**config.mk**
```make
export PLATFORM = sky130hd
export DESIGN_NAME = serdesphy_ana_rx_deser
export DESIGN_NICKNAME = d
export VERILOG_FILES = /design/src/rtl/serdesphy_ana_pkg.sv /design/src/rtl/serdesphy_ana_rx_shreg.sv /design/src/rtl/serdesphy_ana_rx_deser.sv
export SDC_FILE = /design/constraint.sdc
export NUM_CORES = 1
export LEC_CHECK = 0
export CORE_ASPECT_RATIO = 1.5
export CORE_UTILIZATION = 48
export DETAILED_ROUTE_END_ITERATION = 8
export PLACE_DENSITY = 0.73
export SYNTH_ARGS = -nofsm -noshare
export SYNTH_HDL_FRONTEND = slang
export SYNTH_HIERARCHICAL = 1
export SYNTH_SLANG_ARGS = --single-unit
```
**constraint.sdc**
```tcl
create_clock -name clk_240m_rx -period 2.7 [get_ports clk_240m_rx]
set_clock_uncertainty 0.2 [all_clocks]
set_input_delay 0.81 -clock clk_240m_rx [delete_from_list [all_inputs] [get_ports clk_240m_rx]]
set_output_delay 0.81 -clock clk_240m_rx [all_outputs]
set_load 0.03 [all_outputs]
```
**src/rtl/serdesphy_ana_pkg.sv**
```systemverilog
// Shared definitions for the analog RX deserializer: word width, default sync pattern and the
// aligner state encoding.
package serdesphy_ana_pkg;

   localparam int unsigned WIDTH = 16;
   localparam logic [15:0] DEF_SYNC_WORD = 16'hC3A5;

   typedef enum logic [1:0] {
      StHunt    = 2'b00,
      StVerify  = 2'b01,
      StAligned = 2'b10
   } rx_state_e;

endpackage

```
**src/rtl/serdesphy_ana_rx_shreg.sv**
```systemverilog
// Serial input shift register and free-running bit phase counter for the RX deserializer.
// win is the current sr contents with the incoming bit appended (MSB received first).
module serdesphy_ana_rx_shreg
   import serdesphy_ana_pkg::*;
(
   input  logic             clk,
   input  logic             rst_n,
   input  logic             enable,
   input  logic             shift,
   input  logic             serial_data,
   output logic [WIDTH-1:0] win,
   output logic [3:0]       phase_cnt
);

   logic [WIDTH-1:0] sr_q;
   logic [3:0]       phase_q;

   assign win       = {sr_q[WIDTH-2:0], serial_data};
   assign phase_cnt = phase_q;

   always_ff @(posedge clk) begin
      if (!rst_n || !enable) begin
         sr_q    <= '0;
         phase_q <= '0;
      end else if (shift) begin
         sr_q    <= win;
         phase_q <= phase_q + 4'd1;
      end
   end

endmodule

```
**src/rtl/serdesphy_ana_rx_deser.sv**
```systemverilog
// RX serial-to-parallel converter and word aligner: hunts for the sync word, verifies alignment
// over consecutive sync words, emits framed words and flags loss of alignment on long runs.
module serdesphy_ana_rx_deser
   import serdesphy_ana_pkg::*;
#(
   parameter int unsigned WIDTH        = 16,
   parameter logic [15:0] SYNC_WORD    = DEF_SYNC_WORD,
   parameter int unsigned VERIFY_COUNT = 4,
   parameter int unsigned LOSS_COUNT   = 4
) (
   input  logic             clk_240m_rx,
   input  logic             rst_n,
   input  logic             enable,
   input  logic             cdr_lock,
   input  logic             serial_data,
   output logic [WIDTH-1:0] rx_data,
   output logic             rx_valid,
   output logic             aligned,
   output logic [3:0]       bit_offset,
   output logic             align_err
);

   rx_state_e state_q, state_d;

   logic             shift;
   logic [WIDTH-1:0] win;
   logic [3:0]       phase_cnt;

   logic [3:0]       bit_cnt_q, bit_cnt_d;
   logic [2:0]       match_cnt_q, match_cnt_d;
   logic [2:0]       loss_cnt_q, loss_cnt_d;
   logic [WIDTH-1:0] rx_data_q, rx_data_d;
   logic             rx_valid_q, rx_valid_d;
   logic [3:0]       bit_offset_q, bit_offset_d;
   logic             align_err_q, align_err_d;

   logic       is_sync;
   logic       boundary;
   logic       loss_word;
   logic [2:0] match_inc;
   logic [2:0] loss_inc;
   logic       verify_done;
   logic       loss_done;

   assign shift       = enable & cdr_lock;
   assign is_sync     = (win == SYNC_WORD);
   assign boundary    = shift && (bit_cnt_q == 4'd15);
   assign loss_word   = (win == '0) || (win == '1);
   assign match_inc   = match_cnt_q + 3'd1;
   assign loss_inc    = loss_cnt_q + 3'd1;
   assign verify_done = (match_inc == 3'(VERIFY_COUNT));
   assign loss_done   = loss_word && (loss_inc == 3'(LOSS_COUNT));

   serdesphy_ana_rx_shreg u_shreg (
      .clk         (clk_240m_rx),
      .rst_n       (rst_n),
      .enable      (enable),
      .shift       (shift),
      .serial_data (serial_data),
      .win         (win),
      .phase_cnt   (phase_cnt)
   );

   // State register
   always_ff @(posedge clk_240m_rx) begin
      if (!rst_n) begin
         state_q <= StHunt;
      end else begin
         state_q <= state_d;
      end
   end

   // Next-state logic; losing enable or lock always drops back to hunting
   always_comb begin
      state_d = state_q;
      if (!enable || !cdr_lock) begin
         state_d = StHunt;
      end else begin
         unique case (state_q)
            StHunt: begin
               if (is_sync) begin
                  state_d = (VERIFY_COUNT == 1) ? StAligned : StVerify;
               end
            end
            StVerify: begin
               if (boundary) begin
                  if (!is_sync) begin
                     state_d = StHunt;
                  end else if (verify_done) begin
                     state_d = StAligned;
                  end
               end
            end
            StAligned: begin
               if (boundary && loss_done) begin
                  state_d = StHunt;
               end
            end
            default: state_d = StHunt;
         endcase
      end
   end

   // Counter and output-register next values
   always_comb begin
      bit_cnt_d    = bit_cnt_q;
      match_cnt_d  = match_cnt_q;
      loss_cnt_d   = loss_cnt_q;
      rx_data_d    = rx_data_q;
      rx_valid_d   = 1'b0;
      bit_offset_d = bit_offset_q;
      align_err_d  = 1'b0;
      if (!enable || !cdr_lock) begin
         bit_cnt_d   = '0;
         match_cnt_d = '0;
         loss_cnt_d  = '0;
         // Lock loss is an alignment error, a deliberate disable is not
         align_err_d = enable && (state_q == StAligned);
      end else begin
         bit_cnt_d = bit_cnt_q + 4'd1;
         unique case (state_q)
            StHunt: begin
               if (is_sync) begin
                  bit_cnt_d    = '0;
                  match_cnt_d  = 3'd1;
                  bit_offset_d = phase_cnt + 4'd1;
               end
            end
            StVerify: begin
               if (boundary) begin
                  match_cnt_d = is_sync ? match_inc : 3'd0;
               end
            end
            StAligned: begin
               if (boundary) begin
                  rx_data_d  = win;
                  rx_valid_d = 1'b1;
                  loss_cnt_d = loss_word ? loss_inc : 3'd0;
                  if (loss_done) begin
                     align_err_d = 1'b1;
                     loss_cnt_d  = '0;
                     match_cnt_d = '0;
                  end
               end
            end
            default: begin
               match_cnt_d = '0;
               loss_cnt_d  = '0;
            end
         endcase
      end
   end

   always_ff @(posedge clk_240m_rx) begin
      if (!rst_n) begin
         bit_cnt_q    <= '0;
         match_cnt_q  <= '0;
         loss_cnt_q   <= '0;
         rx_data_q    <= '0;
         rx_valid_q   <= 1'b0;
         bit_offset_q <= '0;
         align_err_q  <= 1'b0;
      end else begin
         bit_cnt_q    <= bit_cnt_d;
         match_cnt_q  <= match_cnt_d;
         loss_cnt_q   <= loss_cnt_d;
         rx_data_q    <= rx_data_d;
         rx_valid_q   <= rx_valid_d;
         bit_offset_q <= bit_offset_d;
         align_err_q  <= align_err_d;
      end
   end

   // Output decode
   always_comb begin
      aligned    = (state_q == StAligned);
      rx_data    = rx_data_q;
      rx_valid   = rx_valid_q;
      bit_offset = bit_offset_q;
      align_err  = align_err_q;
   end

endmodule

```
==> impl_results.md <==
* Status: finished clean
* Final setup violation count at 0
* HP Class: reg2reg
* Post-synthesis cell count at 245
* Layout cells sized above 1 at 0.1486
* CORE AREA at 0.004542 mm^2
* Syn Std Cell Area at 0.002281 mm^2
* Met1 Usage GRT at 0.2347
* CP required at 2.71 ns
* YS warnings at 6
* Asr flop ratio synth at 0
* Avg Synthesized Cell Area at 9.310 um^2
* Clock Power Share at 0.350
* DP Worst Slack at -0.4011 ns
* Max FO, Critical Path at 5
* Depth of the worst hold-timing path at 1
* Psw at 0.3017 mW
* CTS H-tree lvls at 2
* Seq/Total Area, Yosys at 0.4652
* Yosys top cell area share at 0.4652
* MaxCap Viol Count at 0
* Iter 0 DRT Violations at 22
* Post-DRT Antenna Nets at 0
* Hold wc startpoint: bit_cnt_q[0]$_SDFF_PP0_
* RSZ-0062 raised after global routing: no
* Most frequent cells in the layout: dfxtp_1 (53), nand2_1 (46), clkdlybuf4s50_1 (26), buf_4 (26), nor2_1 (25)
* Worst-margin pin slew at approximately 0.40 ns
* N_diodes at 0
* Synth unique cells at 44
* Cells along the critical path: or4_4, or4_4, or3_4, a32o_1, a22o_1
* Final Non-Filler Cells at 360
* Initial Util at 0.5022
* PwrDens at roughly 450 mW/mm^2
* DRT Wirelength at 4.761 mm
* Worst Hold Path EP: bit_cnt_q[0]$_SDFF_PP0_
* CP Launch Type: flip-flop
* RD Place Congestion at 0.8151
* Arr. time, crit path at ~2.6 ns
* Most common cell on crit path: or4_4
* Drt pass-1 iters at 4
* Slew Viols, Final at 0
* Logic pwr share at 0.043
* Fin. Hold Viols at 0
* Post-synth EDFFs at 0
* # IOs at 28
* Synth area leaders: dfxtp_1 (47%), mux2i_1 (7.9%), nand2_1 (7.6%)
* Via density at 5.247
* Post-layout nets at 307
* Largest net degree at the start of global routing at 19
* Hold Slack at 0.2577 ns
* Int Pwr at ~1 mW
* Num CTS Buffers at 5
* Reg2reg setup slack at 0.12 ns
* Critical R2R Launch: u_shreg/sr_q[0]$_SDFFE_PP0P_
* M2 GR Usage at 0.3615
* DP HPWL at 3.546 mm
* Setup bufs post-CTS at 0
* Slowest-stage cell, CP: or4_4
* CTS hold repair buffers at 0
* Switching share of total power at 0.2329
* DIE AREA at 0.005037 mm^2
* Cts repair resizes at 1
* Cells on worst reg2reg path at 5
* Leakage at 1.085 nW
* Peak Freq at 388.3 MHz
* Clk_lat worst skew at 0.31 ns
* Die H at 86.43 um
* Grt met3 use at 0.03284
* Root buffer cell: clkbuf_8
* Final period util at 0.9539
* CTS tree: done
* Placed Area at 0.002775 mm^2
* FF+latch count, synth at 53
* Max incr delay on CP at 0.55 ns
* Initial antenna violation count at 0
* Crit path kind: reg2reg
* Clock-pin slew of the registers on the worst-case setup and hold paths at ~0.10 ns
* Clock sink total at 53
* Die Wd at 58.29 um
* IO buf count at 27
* Tot GR Track Use at 0.2043
* Reg2reg end: match_cnt_q[2]$_SDFFE_PP0P_
* Via count at roughly 1.9k
* Leading cell type in the layout, fill and taps excluded: dfxtp_1
* Number of global-route vias before repair at 1798
* Crit. End Element: flip-flop
* Global-route wire length before repair at 7.948 mm
* Std cell rows at 30
* Drt drc at 0
* Clock buffer depth at 2
* Dpl cells at 352
* PnR worst setup slack at 0.1243 ns
* Sequential cell fraction of total power at 0.606
* VDD IR max at around 0.00029 V
* Worst relative slew slack at 0.7304
* Mapped Nets at 257
* Top Usage Layer GRT: met2
* Final Cell Area at 0.002864 mm^2
* Cell taking the most area after synthesis: dfxtp_1
* Main flop type after synthesis: dfxtp_1
* Fin crit period at approximately 2.6 ns
* Area growth from synthesis to layout at 25.56%
* WL/cell at about 13 um
* Grt total ovfl at 0
==> cells by family (layout without fill, tap and decap cells) <==
kind of cell | Yosys count | after routing | synth area share
AOI/OAI and AO/OA | 38 | 38 | 0.1218
xor gates and xnor gates | 5 | 5 | 0.01920
adders and majority gates | 8 | 8 | 0.04279
buffers and inverters | 15 | 66 | 0.03346
DFF | 53 | 53 | 0.4652
muxes | 18 | 18 | 0.07899
and+or+nand+nor | 108 | 108 | 0.2386
==> cell usage after synthesis (4+ instances only) <==
cell type and instances:
ha_1 7, clkbuf_1 6, mux2i_1 18, dfxtp_1 53, o21ai_0 5, nor4_1 4, a21boi_0 16, inv_1 5
nor2_1 25, nand3_1 4, a21oi_1 5, nand2_1 46, nand4_1 4
==> final cells by class <==
type                    instances  area (um^2)
fillers                       410         1678
multi-input cells             177         1150
flip-flops and latches         53         1061
repair buffers                 53        464.2
well taps                      64        80.08
clock buffers                   5        68.82
clock inverters                 3        21.27
inverters                       5        18.77
==> power by group through the flow <==
stage	Sequential (mW)	Combinational [mW]	Clock (mW)
2_1_floorplan	0.803	0.0359	0
3_3_place_gp	0.804	0.0559	0
3_5_place_dp	0.804	0.0564	0
4_1_cts	0.785	0.0562	0.465
5_1_grt	0.786	0.0607	0.491
6_report	0.785	0.0561	0.454
==> worst max path at each step <==
stage	from	endpoint	cells after the start
3_5_place_dp	serial_data	match_cnt_q[2]$_SDFFE_PP0P_	6
6_report	u_shreg/sr_q[0]$_SDFFE_PP0P_	match_cnt_q[2]$_SDFFE_PP0P_	5
3_3_place_gp	serial_data	match_cnt_q[2]$_SDFFE_PP0P_	6
2_1_floorplan	serial_data	match_cnt_q[2]$_SDFFE_PP0P_	6
5_1_grt	serial_data	match_cnt_q[0]$_SDFFE_PP0P_	7
4_1_cts	state_q[1]$_SDFFE_PP0P_	aligned	3
==> flip-flops by register name, summed over array words and instances (netlist names) <==
register / cells
rx_data: 16
u_shreg/sr_q: 15
bit_cnt_q: 4
bit_offset: 4
u_shreg/phase_cnt: 4
loss_cnt_q: 3
match_cnt_q: 3
state_q: 2
align_err: 1
rx_valid: 1
==> critical path: cells and delay by family, from the launching register on <==
kind	cells	cell delay (ns)
AOI/OAI and AO/OA	2	0.49
DFF	1	0.37
and+or+nand+nor	3	1.42
==> metrics by stage <==
| stage | TNS, ns | utilization | power, mW |
|---|---|---|---|
| finish | 0 | 0.6306 | 1.296 |
| global placement | -3.488 | 0.6110 | 0.8595 |
| floorplan | 0 | - | 0.8389 |
| detailed placement | -3.898 | 0.6110 | 0.8601 |
| global route | 0 | 0.6306 | 1.337 |
| CTS | 0 | 0.6306 | 1.307 |
==> metal layers <==
layer	routed length (um)	part of all wire
met5	0	0
met3	101	0.021
met4	119	0.025
met2	2472	0.52
met1	2067	0.43
No activity file was read; power rests on OpenSTA's default activity.
